==> config.mk <==
export PLATFORM = sky130hd
export DESIGN_NAME = chip_test_sequencer
export DESIGN_NICKNAME = d
export VERILOG_FILES = /design/src/rtl/chip_test_sequencer.sv
export SDC_FILE = /design/constraint.sdc
export NUM_CORES = 1
export LEC_CHECK = 0
export CORE_MARGIN = 5
export CORE_UTILIZATION = 54
export DETAILED_ROUTE_END_ITERATION = 10
export PLACE_DENSITY = 0.82
export SETUP_SLACK_MARGIN = 0.2
export SYNTH_ARGS = -nofsm -noshare
export SYNTH_HDL_FRONTEND = slang
export SYNTH_SLANG_ARGS = --single-unit
==> constraint.sdc <==
create_clock -name Clk -period 5.2 [get_ports Clk]
set_input_delay 1.56 -clock Clk [delete_from_list [all_inputs] [get_ports Clk]]
set_output_delay 1.56 -clock Clk [all_outputs]
set_load 0.01 [all_outputs]
==> src/rtl/chip_test_sequencer.sv <==
// Shared test sequencer: launches one of N_CHIPS tester blocks over a common
// Run/Done/RSLT handshake, collects its verdict and keeps pass/fail tallies.

module chip_test_sequencer #(
    parameter int N_CHIPS     = 8,
    parameter int SEL_W       = 4,
    parameter int TIMEOUT_CYC = 1024,
    parameter int SETTLE_CYC  = 2
) (
    input  logic               Clk,
    input  logic               Reset,
    input  logic               Start,
    input  logic [SEL_W-1:0]   Chip_Sel,
    output logic [N_CHIPS-1:0] Run_o,
    input  logic [N_CHIPS-1:0] Done_i,
    input  logic [N_CHIPS-1:0] Rslt_i,
    output logic [N_CHIPS-1:0] Disp_Rslt_o,
    output logic               Busy,
    output logic               Status_Valid,
    output logic [1:0]         Status,
    output logic [7:0]         Pass_Count,
    output logic [7:0]         Fail_Count
);

    typedef enum logic [2:0] {
        S_IDLE,
        S_FLUSH,
        S_LAUNCH,
        S_WAIT_DONE,
        S_SETTLE,
        S_RELEASE,
        S_REPORT
    } state_e;

    typedef enum logic [1:0] {
        ST_PASS    = 2'd0,
        ST_FAIL    = 2'd1,
        ST_TIMEOUT = 2'd2,
        ST_BAD_SEL = 2'd3
    } status_e;

    localparam int                 TMR_W       = (TIMEOUT_CYC > 1) ? $clog2(TIMEOUT_CYC) : 1;
    localparam logic [TMR_W-1:0]   TMR_LAST    = TMR_W'(TIMEOUT_CYC - 1);
    localparam logic [TMR_W-1:0]   SETTLE_LAST = TMR_W'(SETTLE_CYC - 1);
    localparam logic [SEL_W:0]     CHIP_LIMIT  = (SEL_W + 1)'(N_CHIPS);
    localparam logic [N_CHIPS-1:0] ONE_LSB     = N_CHIPS'(1);

    state_e             r_state;
    state_e             w_nextState;
    status_e            r_code;
    status_e            w_code;
    logic [SEL_W-1:0]   r_sel;
    logic [TMR_W-1:0]   r_timer;
    logic               r_startQ;
    logic               r_armed;
    logic               r_res;
    logic               w_startEdge;
    logic               w_inSelValid;
    logic [N_CHIPS-1:0] w_inOh;
    logic [N_CHIPS-1:0] w_selOh;
    logic               w_doneSel;
    logic               w_rsltSel;
    logic               w_timerLast;
    logic [N_CHIPS-1:0] w_runNext;
    logic [N_CHIPS-1:0] w_dispNext;

    // r_armed stays low while Start is still held from before reset, so a
    // button pressed through reset release cannot launch a run.
    assign w_startEdge  = Start & ~r_startQ & r_armed;
    assign w_inSelValid = ({1'b0, Chip_Sel} < CHIP_LIMIT);
    assign w_inOh       = ONE_LSB << Chip_Sel;
    assign w_selOh      = ONE_LSB << r_sel;
    assign w_doneSel    = |(Done_i & w_selOh);
    assign w_rsltSel    = |(Rslt_i & w_selOh);
    assign w_timerLast  = (r_timer == TMR_LAST);
    assign Busy         = (r_state != S_IDLE);

    always_ff @(posedge Clk) begin
        if (!Reset) begin
            r_state <= S_IDLE;
        end else begin
            r_state <= w_nextState;
        end
    end

    always_comb begin
        w_nextState = r_state;
        w_code      = r_code;
        case (r_state)
            S_IDLE: begin
                if (w_startEdge && w_inSelValid) begin
                    w_nextState = (|(Done_i & w_inOh)) ? S_FLUSH : S_LAUNCH;
                end
            end
            S_FLUSH: begin
                if (!w_doneSel) begin
                    w_nextState = S_LAUNCH;
                end else if (w_timerLast) begin
                    w_nextState = S_REPORT;
                    w_code      = ST_TIMEOUT;
                end
            end
            S_LAUNCH: begin
                w_nextState = S_WAIT_DONE;
            end
            S_WAIT_DONE: begin
                if (w_doneSel) begin
                    w_nextState = S_SETTLE;
                end else if (w_timerLast) begin
                    w_nextState = S_REPORT;
                    w_code      = ST_TIMEOUT;
                end
            end
            S_SETTLE: begin
                if (r_timer == SETTLE_LAST) begin
                    w_nextState = S_RELEASE;
                end
            end
            S_RELEASE: begin
                if (!w_doneSel) begin
                    w_nextState = S_REPORT;
                    w_code      = r_res ? ST_PASS : ST_FAIL;
                end else if (w_timerLast) begin
                    w_nextState = S_REPORT;
                    w_code      = ST_TIMEOUT;
                end
            end
            S_REPORT: begin
                w_nextState = S_IDLE;
            end
            default: begin
                w_nextState = S_IDLE;
            end
        endcase
    end

    // Run and DISP_RSLT are registered from the current state, so they trail
    // LAUNCH/FLUSH/RELEASE by one cycle and can never overlap.
    always_comb begin
        w_runNext  = '0;
        w_dispNext = '0;
        case (r_state)
            S_LAUNCH:           w_runNext  = w_selOh;
            S_FLUSH, S_RELEASE: w_dispNext = w_selOh;
            default: ;
        endcase
    end

    always_ff @(posedge Clk) begin
        if (!Reset) begin
            Run_o       <= '0;
            Disp_Rslt_o <= '0;
        end else begin
            Run_o       <= w_runNext;
            Disp_Rslt_o <= w_dispNext;
        end
    end

    always_ff @(posedge Clk) begin
        if (!Reset) begin
            r_startQ <= 1'b0;
            r_armed  <= ~Start;
        end else begin
            r_startQ <= Start;
            if (!Start) begin
                r_armed <= 1'b1;
            end
        end
    end

    always_ff @(posedge Clk) begin
        if (!Reset) begin
            r_timer <= '0;
        end else if (r_state == S_IDLE || w_nextState != r_state) begin
            r_timer <= '0;
        end else begin
            r_timer <= r_timer + 1'b1;
        end
    end

    always_ff @(posedge Clk) begin
        if (!Reset) begin
            r_sel  <= '0;
            r_res  <= 1'b0;
            r_code <= ST_PASS;
        end else begin
            r_code <= w_code;
            if (r_state == S_IDLE && w_startEdge) begin
                r_sel <= Chip_Sel;
            end
            if (r_state == S_SETTLE && w_nextState == S_RELEASE) begin
                r_res <= w_rsltSel;
            end
        end
    end

    // Status holds until the next accepted Start edge; tallies saturate at 255.
    always_ff @(posedge Clk) begin
        if (!Reset) begin
            Status       <= 2'd0;
            Status_Valid <= 1'b0;
            Pass_Count   <= 8'd0;
            Fail_Count   <= 8'd0;
        end else begin
            if (r_state == S_IDLE && w_startEdge) begin
                if (w_inSelValid) begin
                    Status_Valid <= 1'b0;
                end else begin
                    Status       <= ST_BAD_SEL;
                    Status_Valid <= 1'b1;
                end
            end
            if (r_state == S_REPORT) begin
                Status       <= r_code;
                Status_Valid <= 1'b1;
                if (r_code == ST_PASS) begin
                    if (Pass_Count != 8'hFF) begin
                        Pass_Count <= Pass_Count + 8'd1;
                    end
                end else if (Fail_Count != 8'hFF) begin
                    Fail_Count <= Fail_Count + 8'd1;
                end
            end
        end
    end

endmodule

==> results.json, run 1 <==
{
  "synth_ff_type": "dfxtp_1",
  "required_ps": 5360,
  "fmax_mhz": 278.3,
  "rsz0062_at_grt": "false",
  "avgViaCountPerCell": 5.586,
  "status": "completed",
  "hold_ws_ps": 498.8,
  "worstHoldEndpoint": "Status_Valid$_SDFFE_PN0P_",
  "drt_iter0_drc": 265,
  "pwr-share-seq_pct": 46.5,
  "postCtsSetupBuffers": 0,
  "worstMarginPinSlew_ps": 1266,
  "r2r-end": "r_timer[4]$_SDFF_PP0_",
  "p_sw_uw": 249.6,
  "fin_nets": 373,
  "syn_to_final_growth_pct": 30.85,
  "finalCritPeriodShare_pct": 69.09,
  "cts_buffers": 9,
  "multi_input_area_mm2": 0.001380,
  "hold_start": "Status_Valid$_SDFFE_PN0P_",
  "netlist_area_mm2": 0.002620,
  "grt_pass1_vias": 2369,
  "ys_seq_area_share_pct": 43.94,
  "dp_hpwl_um": 4498,
  "grt_usage_pct": 21.45,
  "finalPower_uw": 998.8,
  "slew_headroom_pct": 15.11,
  "cp-start-kind": "primary input",
  "drive_above_1_share_pct": 7.977,
  "grt_overflow": 0,
  "intPower_uw": 749.2,
  "num_rows": 25,
  "root_buffer": "clkbuf_8",
  "hold_viol": 0,
  "netSwitchingFraction_pct": 24.99,
  "n_fill_cell": 375,
  "die_x_um": 79.66,
  "yosysWarnings": 0,
  "cts_htree_levels": 3,
  "drv_slew": 0,
  "fin_area_mm2": 0.003428,
  "whs_path_depth": 2,
  "numPortBuffers": 58,
  "rr_startpoint": "r_sel[0]$_SDFFE_PN0P_",
  "synth-edff-count": 1,
  "antenna_found_initial": 0,
  "io_pins": 59,
  "remaining_drc_errors": 0,
  "postRouteAntennaNets": 0,
  "cts_resized": 0,
  "r2r_slack_ps": 2470,
  "place_area_mm2": 0.003222,
  "cts_tree": "done",
  "dieArea_mm2": 0.006345,
  "initial_core_util_pct": 55.47,
  "p_per_area_mw_per_mm2": 291.3,
  "fin_ws_ps": 1607,
  "clkPwrFrac_pct": 42.2,
  "min_path_type": "flip-flop to flip-flop",
  "path_max_fanout": 10,
  "routabilityCongestion": 0.8451,
  "clk_latency_ps": 330,
  "post_drt_wl_per_cell_um": 15.33,
  "cts.clk_slew.worst_paths_ps": 70,
  "fin_skew_ps": 9.004,
  "cp-end-kind": "flip-flop",
  "r2r_cells": 5,
  "n_antenna_cell": 0,
  "synthArstFlopShare_pct": 0,
  "coreArea_mm2": 0.004723,
  "synthesis.nets": 317,
  "vias": 2335,
  "drv_cap": 0,
  "totalWireLength_um": 6408,
  "arrival_ps": 3760,
  "regArea_mm2": 0.001151,
  "fin_tns_setup_ps": 0,
  "firstDrtPassIters": 4,
  "setup_violations": 0,
  "ir_drop_mv": 0.1685,
  "yosys_register_bits": 57,
  "dp_worst_setup_slack_ps": 1346,
  "die_y_um": 79.66,
  "yosys.cell_types.count": 47,
  "leakage_uw": 0.001186,
  "clock_sinks": 57,
  "grt_pass1_wl_um": 10850,
  "cts_buffer_depth": 2,
  "finalCriticalPeriod_ps": 3593,
  "postSynthCellCount": 290,
  "syn_avg_cell_area_um2": 9.035,
  "grt_max_degree": 38,
  "path_class": "primary input to flip-flop",
  "cts_hold_buf": 0,
  "combPwrFrac_pct": 11.3
}
## cell usage in the layout (no fill, tap or decap), types with 4 or more instances in the layout
cell type        count
clkdlybuf4s50_1     58
dfxtp_1             56
nor2_1              37
nand2_1             28
nor4_1              18
xor2_1              14
nand3_1             12
nor3_1              11
a21oi_1             11
clkbuf_8            11
mux2i_1              9
nand4_1              7
xnor2_1              7
inv_1                6
nor2b_1              5
and2_1               4
nand2b_1             4
or3_1                4
mux4_2               4
o21ai_0              4
ha_1                 4
## flip-flops by register name, summed over array words and instances, names as in the netlist, 2 cells and up
signal	flops
Status	2
Fail_Count	8
r_sel	4
Pass_Count	8
r_timer	10
r_code	2
Disp_Rslt_o	8
r_state	3
Run_o	8
## Yosys cell counts (7+ instances only)
| cell type | number | area share, % |
|---|---|---|
| a21oi_1 | 11 | 2.1 |
| nor3_1 | 11 | 2.1 |
| clkbuf_1 | 7 | 1.0 |
| xnor2_1 | 7 | 2.3 |
| nor2_1 | 37 | 5.3 |
| nand4_1 | 7 | 1.7 |
| nand3_1 | 12 | 2.3 |
| nor4_1 | 18 | 4.3 |
| dfxtp_1 | 56 | 43 |
| xor2_1 | 14 | 4.7 |
| nand2_1 | 28 | 4.0 |
| mux2i_1 | 9 | 3.4 |
## through the flow
| step | instances | utilization, % |
|---|---|---|
| after floorplan | 290 | - |
| after global placement | 402 | 68.21 |
| after detailed placement | 402 | 68.21 |
| after CTS | 418 | 72.58 |
| after global routing | 418 | 72.58 |
| final | 418 | 72.58 |
## cells by family after synthesis
| logic type | Yosys count | share of synthesized area (%) |
|---|---|---|
| flops | 57 | 43.94 |
| buf+inv | 20 | 3.391 |
| compound gates | 28 | 7.689 |
| mux | 14 | 7.307 |
| xor+xnor | 21 | 7.020 |
| simple gates | 146 | 28.75 |
| fa+ha+maj | 4 | 1.910 |
## power groups by stage
stage                     Clock [uW]  Combinational [uW]  Sequential (uW)
final                            422                 113              465
after global routing             449                 123              466
after CTS                        427                 113              464
after detailed placement           0                 111              473
after global placement             0                 109              473
after floorplan                    0                77.8              463
## final cells by class
type	count	area share (%)
Inverter	7	0.7664
Sequential cell	57	33.58
Clock buffer	12	4.526
Multi-Input combinational cell	213	40.26
Tap cell	67	2.445
Timing Repair Buffer	58	16.93
Clock inverter	4	1.496
## layer usage
| metal | part of all wire [%] | routed length, um | track usage [%] | up-vias |
|---|---|---|---|---|
| met1 | 44 | 2819 | 27.49 | 1107 |
| met2 | 48 | 3074 | 33.97 | 72 |
| met3 | 6.5 | 415 | 5.643 | 11 |
| met5 | 0 | 0 | 0 | - |
| li1 | - | - | - | 1145 |
| met4 | 1.5 | 99 | 9.107 | 0 |
## critical path: stages
cell and delay, ps:
clkdlybuf4s50_1 420, mux2i_1 170, o22ai_1 160, o211a_2 330, a211oi_1 990, nor4_1 130
## worst max-delay path by stage
stage	slack (ps)	cells past startpoint	start	to
floorplan	2170	5	Done_i[7]	r_timer[2]$_SDFF_PP0_
detailed placement	1350	6	Done_i[5]	r_timer[4]$_SDFF_PP0_
global route	1480	6	Done_i[4]	r_timer[3]$_SDFF_PP0_
global placement	1500	6	Done_i[7]	r_timer[8]$_SDFF_PP0_
CTS	1700	6	Done_i[5]	r_timer[4]$_SDFF_PP0_
finish	1610	6	Done_i[5]	r_timer[4]$_SDFF_PP0_
No activity file was read; power rests on OpenSTA's default activity.
==> run 2, diff against run 1 <==
Settings changed: CORE_UTILIZATION 54 to 50, PLACE_DENSITY 0.82 to 0.76.
Clock period 5.2 ns to 3.6 ns, I/O delays scaled along.
==> results.json, run 2 (synthesized netlist as in run 1, its figures left out) <==
{
  "arrival_ps": 3270,
  "crit_end": "r_timer[7]$_SDFF_PP0_",
  "dieArea_mm2": 0.006788,
  "grt_usage_pct": 20.27,
  "place_area_mm2": 0.003226,
  "clock_sinks": 57,
  "n_antenna_cell": 0,
  "hold_viol": 0,
  "drt_iter0_drc": 234,
  "remaining_drc_errors": 0,
  "regMostFlops": "r_timer",
  "postRouteAntennaNets": 0,
  "vias": 2316,
  "die_x_um": 82.39,
  "fin_ws_ps": 491.9,
  "antenna_found_initial": 0,
  "cts_hold_buf": 0,
  "coreArea_mm2": 0.005107,
  "netSwitchingFraction_pct": 26.56,
  "leakage_uw": 0.001172,
  "drv_cap": 0,
  "clk_latency_ps": 340,
  "firstDrtPassIters": 4,
  "fmax_mhz": 321.7,
  "final_common_cell": "clkdlybuf4s50_1",
  "totalWireLength_um": 6195,
  "syn_to_final_growth_pct": 29.70,
  "num_rows": 26,
  "crit_path_max_incr_delay_ps": 970,
  "fin_skew_ps": 7.819,
  "avgViaCountPerCell": 5.501,
  "cts_htree_levels": 3,
  "cts_resized": 0,
  "stdcell_count": 421,
  "rr_startpoint": "r_sel[0]$_SDFFE_PN0P_",
  "hold_start": "Status_Valid$_SDFFE_PN0P_",
  "p_per_area_mw_per_mm2": 396.7,
  "n_fill_cell": 451,
  "pwr-share-seq_pct": 49.7,
  "r2r_slack_ps": 890,
  "required_ps": 3760,
  "drv_slew": 0,
  "grt_pass1_vias": 2286,
  "cts_tree": "done",
  "post_drt_wl_per_cell_um": 14.71,
  "intPower_uw": 989.9,
  "status": "completed",
  "clkPwrFrac_pct": 38.3,
  "path_max_fanout": 10,
  "r2r_cells": 5,
  "routabilityCongestion": 0.8443,
  "fin_nets": 373,
  "fin_area_mm2": 0.003398,
  "slowest_stage": "a211oi_1",
  "path_cells": "clkdlybuf4s50_1 > mux2i_1 > o22ai_1 > o211a_2 > a211oi_1 > nor4_1",
  "postCtsSetupBuffers": 0,
  "cts_buffer_depth": 2,
  "setup_violations": 0,
  "io_pins": 59,
  "path_class": "primary input to flip-flop",
  "largest_register_ffs": 10,
  "finalCriticalPeriod_ps": 3108,
  "finalCritPeriodShare_pct": 86.34,
  "cts_buffers": 9,
  "slew_headroom_pct": 17.03,
  "grt_pass1_wl_um": 10570,
  "r2r-end": "r_timer[7]$_SDFF_PP0_",
  "drive_above_1_share_pct": 7.977,
  "worstMarginPinSlew_ps": 1237,
  "p_sw_uw": 358.1,
  "dp_worst_setup_slack_ps": 174.7,
  "combPwrFrac_pct": 12.0,
  "grt_overflow": 0,
  "cts.clk_slew.worst_paths_ps": 60,
  "ir_drop_mv": 0.2973,
  "cp-start-kind": "primary input",
  "layout_common_cells": "clkdlybuf4s50_1 (58), dfxtp_1 (56), nor2_1 (37)",
  "grt_max_degree": 38,
  "cp-end-kind": "flip-flop",
  "min_path_type": "flip-flop to flip-flop",
  "numPortBuffers": 58,
  "setup.worst_path.start": "Done_i[7]",
  "initial_core_util_pct": 51.30,
  "fin_tns_setup_ps": 0,
  "placedCellCount": 405,
  "root_buffer": "clkbuf_8",
  "dp_hpwl_um": 4420,
  "rsz0062_at_grt": "false",
  "die_y_um": 82.39
}
run 2: cell count changes in the layout (fill, tap and decap cells not counted):
| cell | change |
|---|---|
| clkinv_2 | +2 |
| bufinv_16 | -1 |
| clkbuf_8 | -1 |
run 2: critical path, delay by kind of cell:
kind / cells / cell delay [ps]
multiplexers: 1 / 160
AND/OR/NAND/NOR: 1 / 130
buffers and inverters: 1 / 430
AO/OA/AOI/OAI: 3 / 1470
run 2: power groups by stage:
stage / clock (uW) / combinational (uW) / sequential, uW
floorplan: 0 / 112 / 669
global placement: 0 / 159 / 683
detailed placement: 0 / 160 / 684
CTS: 527 / 162 / 670
global route: 563 / 176 / 673
finish: 516 / 162 / 670
run 2: area by class of cell:
| class | instances | area [um^2] | share of cell area (%) |
|---|---|---|---|
| inverters | 7 | 26.28 | 0.7732 |
| multi-input cells | 213 | 1380 | 40.61 |
| clock buffers | 11 | 141.4 | 4.161 |
| repair buffers | 58 | 580.6 | 17.08 |
| clock inverters | 5 | 31.28 | 0.9205 |
| well taps | 70 | 87.58 | 2.577 |
| flip-flops and latches | 57 | 1151 | 33.87 |
run 2: how the worst min path moves through the flow:
| stage | end | slack, ps | cells after the start |
|---|---|---|---|
| final | Status_Valid$_SDFFE_PN0P_ | 490 | 2 |
| after global routing | r_res$_SDFFE_PN0P_ | 530 | 2 |
| after CTS | Status_Valid$_SDFFE_PN0P_ | 490 | 2 |
| after detailed placement | Status_Valid$_SDFFE_PN0P_ | 480 | 2 |
| after global placement | Status_Valid$_SDFFE_PN0P_ | 470 | 2 |
| after floorplan | r_res$_SDFFE_PN0P_ | 460 | 2 |
run 2: metal layers:
| layer | GRT usage, % | part of all wire, % |
|---|---|---|
| met5 | 0 | 0 |
| met4 | 11.30 | 2.5 |
| met3 | 5.423 | 7.5 |
| met2 | 30.05 | 45 |
| met1 | 26.55 | 45 |
run 2: stage by stage:
step / total power (uW) / util, % / hold WS [ps]
detailed placement: 844.5 / 63.16 / 483.8
CTS: 1359 / 66.54 / 492.9
finish: 1348 / 66.54 / 489.7
global placement: 842.5 / 63.16 / 474.8
floorplan: 781.0 / - / 456.8
global route: 1412 / 66.54 / 526.9
==> run 3, diff against run 2 <==
Settings changed: GPL_TIMING_DRIVEN set to 0.
==> results.json, run 3 (synthesized netlist as in run 1, its figures left out) <==
{
  "fin_area_mm2": 0.003517,
  "status": "completed",
  "grt_max_degree": 11,
  "fmax_mhz": 323.5,
  "remaining_drc_errors": 0,
  "cp-end-kind": "flip-flop",
  "place_area_mm2": 0.003278,
  "regMostFlops": "r_timer",
  "cts_tree": "done",
  "hold_start": "Status_Valid$_SDFFE_PN0P_",
  "grt_pass1_wl_um": 10470,
  "grt_pass1_vias": 2261,
  "drv_slew": 0,
  "cts_buffer_depth": 2,
  "fin_skew_ps": 6.812,
  "path_cells": "clkdlybuf4s50_1 > mux2i_1 > o22ai_1 > o211a_2 > a211oi_1 > nor4_1",
  "grt_usage_pct": 20.16,
  "coreArea_mm2": 0.005107,
  "multi_input_area_mm2": 0.001380,
  "syn_to_final_growth_pct": 34.24,
  "slowest_stage": "a211oi_1",
  "leakage_uw": 0.001232,
  "clk_latency_ps": 340,
  "path_max_fanout": 10,
  "root_buffer": "clkbuf_8",
  "die_x_um": 82.39,
  "grt_overflow": 0,
  "n_antenna_cell": 0,
  "r2r_slack_ps": 930,
  "dp_worst_setup_slack_ps": 183.9,
  "cts_resized": 0,
  "crit_path_max_incr_delay_ps": 970,
  "slew_headroom_pct": 16.38,
  "r2r-end": "r_timer[9]$_SDFF_PP0_",
  "whs_path_depth": 2,
  "worstHoldEndpoint": "Status_Valid$_SDFFE_PN0P_",
  "regArea_mm2": 0.001151,
  "firstDrtPassIters": 4,
  "fin_ws_ps": 508.7,
  "finalCritPeriodShare_pct": 85.87,
  "numPortBuffers": 57,
  "dieArea_mm2": 0.006788,
  "rr_startpoint": "r_sel[0]$_SDFFE_PN0P_",
  "setup_violations": 0,
  "utilization_pct": 68.86,
  "arrival_ps": 3250,
  "drt_iter0_drc": 129,
  "vias": 2333,
  "p_per_area_mw_per_mm2": 439.4,
  "initial_core_util_pct": 51.30,
  "avgViaCountPerCell": 5.388,
  "fin_tns_setup_ps": 0,
  "finalPower_uw": 1545,
  "path_class": "primary input to flip-flop",
  "ir_drop_mv": 0.2636,
  "layout_common_cells": "clkdlybuf4s50_1 (57), dfxtp_1 (56), nor2_1 (37)",
  "fin_nets": 385,
  "n_fill_cell": 436,
  "required_ps": 3760,
  "dp_hpwl_um": 4558,
  "num_rows": 26,
  "postCtsSetupBuffers": 0,
  "cts.clk_slew.worst_paths_ps": 60,
  "min_path_type": "flip-flop to flip-flop",
  "postRouteAntennaNets": 0,
  "finalCriticalPeriod_ps": 3091,
  "final_common_cell": "clkdlybuf4s50_1",
  "cts_hold_buf": 0,
  "die_y_um": 82.39,
  "rsz0062_at_grt": "false",
  "clock_sinks": 57,
  "io_pins": 59,
  "cp-start-kind": "primary input",
  "antenna_found_initial": 0,
  "hold_viol": 0,
  "cts_htree_levels": 3,
  "post_drt_wl_per_cell_um": 14.65,
  "routabilityCongestion": 0.8568,
  "largest_register_ffs": 10,
  "worstMarginPinSlew_ps": 1247,
  "totalWireLength_um": 6344,
  "drive_above_1_share_pct": 9.091,
  "drv_cap": 0,
  "cts_buffers": 9,
  "r2r_cells": 6
}
==> run 3: report_power, final <==
part | switching [uW] | internal, uW | leakage [uW]
clock network | 260 | 446 | 0.000123
logic | 101 | 83.2 | 0.000648
registers | 8.47 | 646 | 0.000462
==> run 3: critical path, delay by kind of cell <==
| kind | cells | cell delay [ps] |
|---|---|---|
| AO/OA/AOI/OAI | 3 | 1480 |
| buffers and inverters | 1 | 430 |
| AND/OR/NAND/NOR | 1 | 110 |
| multiplexers | 1 | 150 |
==> run 3: cell type report <==
cell class	instances	share of cell area, %
Buffer	13	1.779
Multi-Input combinational cell	213	39.24
Clock buffer	12	4.696
Sequential cell	57	32.73
Tap cell	70	2.490
Inverter	7	0.7471
Timing Repair Buffer	57	16.22
Clock inverter	4	2.099
==> run 3: worst max-delay path by stage <==
stage / slack [ps] / to / startpoint
after floorplan: 1050 / r_timer[2]$_SDFF_PP0_ / Done_i[7]
after global placement: 260 / r_timer[5]$_SDFF_PP0_ / Done_i[7]
after detailed placement: 180 / r_timer[9]$_SDFF_PP0_ / Done_i[6]
after CTS: 520 / r_timer[7]$_SDFF_PP0_ / Done_i[6]
after global routing: 430 / r_timer[6]$_SDFF_PP0_ / Done_i[6]
final: 510 / r_timer[9]$_SDFF_PP0_ / Done_i[6]
==> run 3: through the flow <==
step | hold WS (ps) | std cells
6_report | 503.0 | 433
5_1_grt | 533.3 | 433
4_1_cts | 504.9 | 433
3_5_place_dp | 491.7 | 417
3_3_place_gp | 474.7 | 417
2_1_floorplan | 456.8 | 290
==> run 3: routing by layer <==
| layer | part of all wire (%) | vias up | track usage, % |
|---|---|---|---|
| li1 | - | 1169 | - |
| met1 | 46 | 1093 | 25.47 |
| met2 | 46 | 63 | 31.73 |
| met3 | 6.7 | 8 | 7.158 |
| met4 | 1.2 | 0 | 6.977 |
| met5 | 0 | - | 0 |
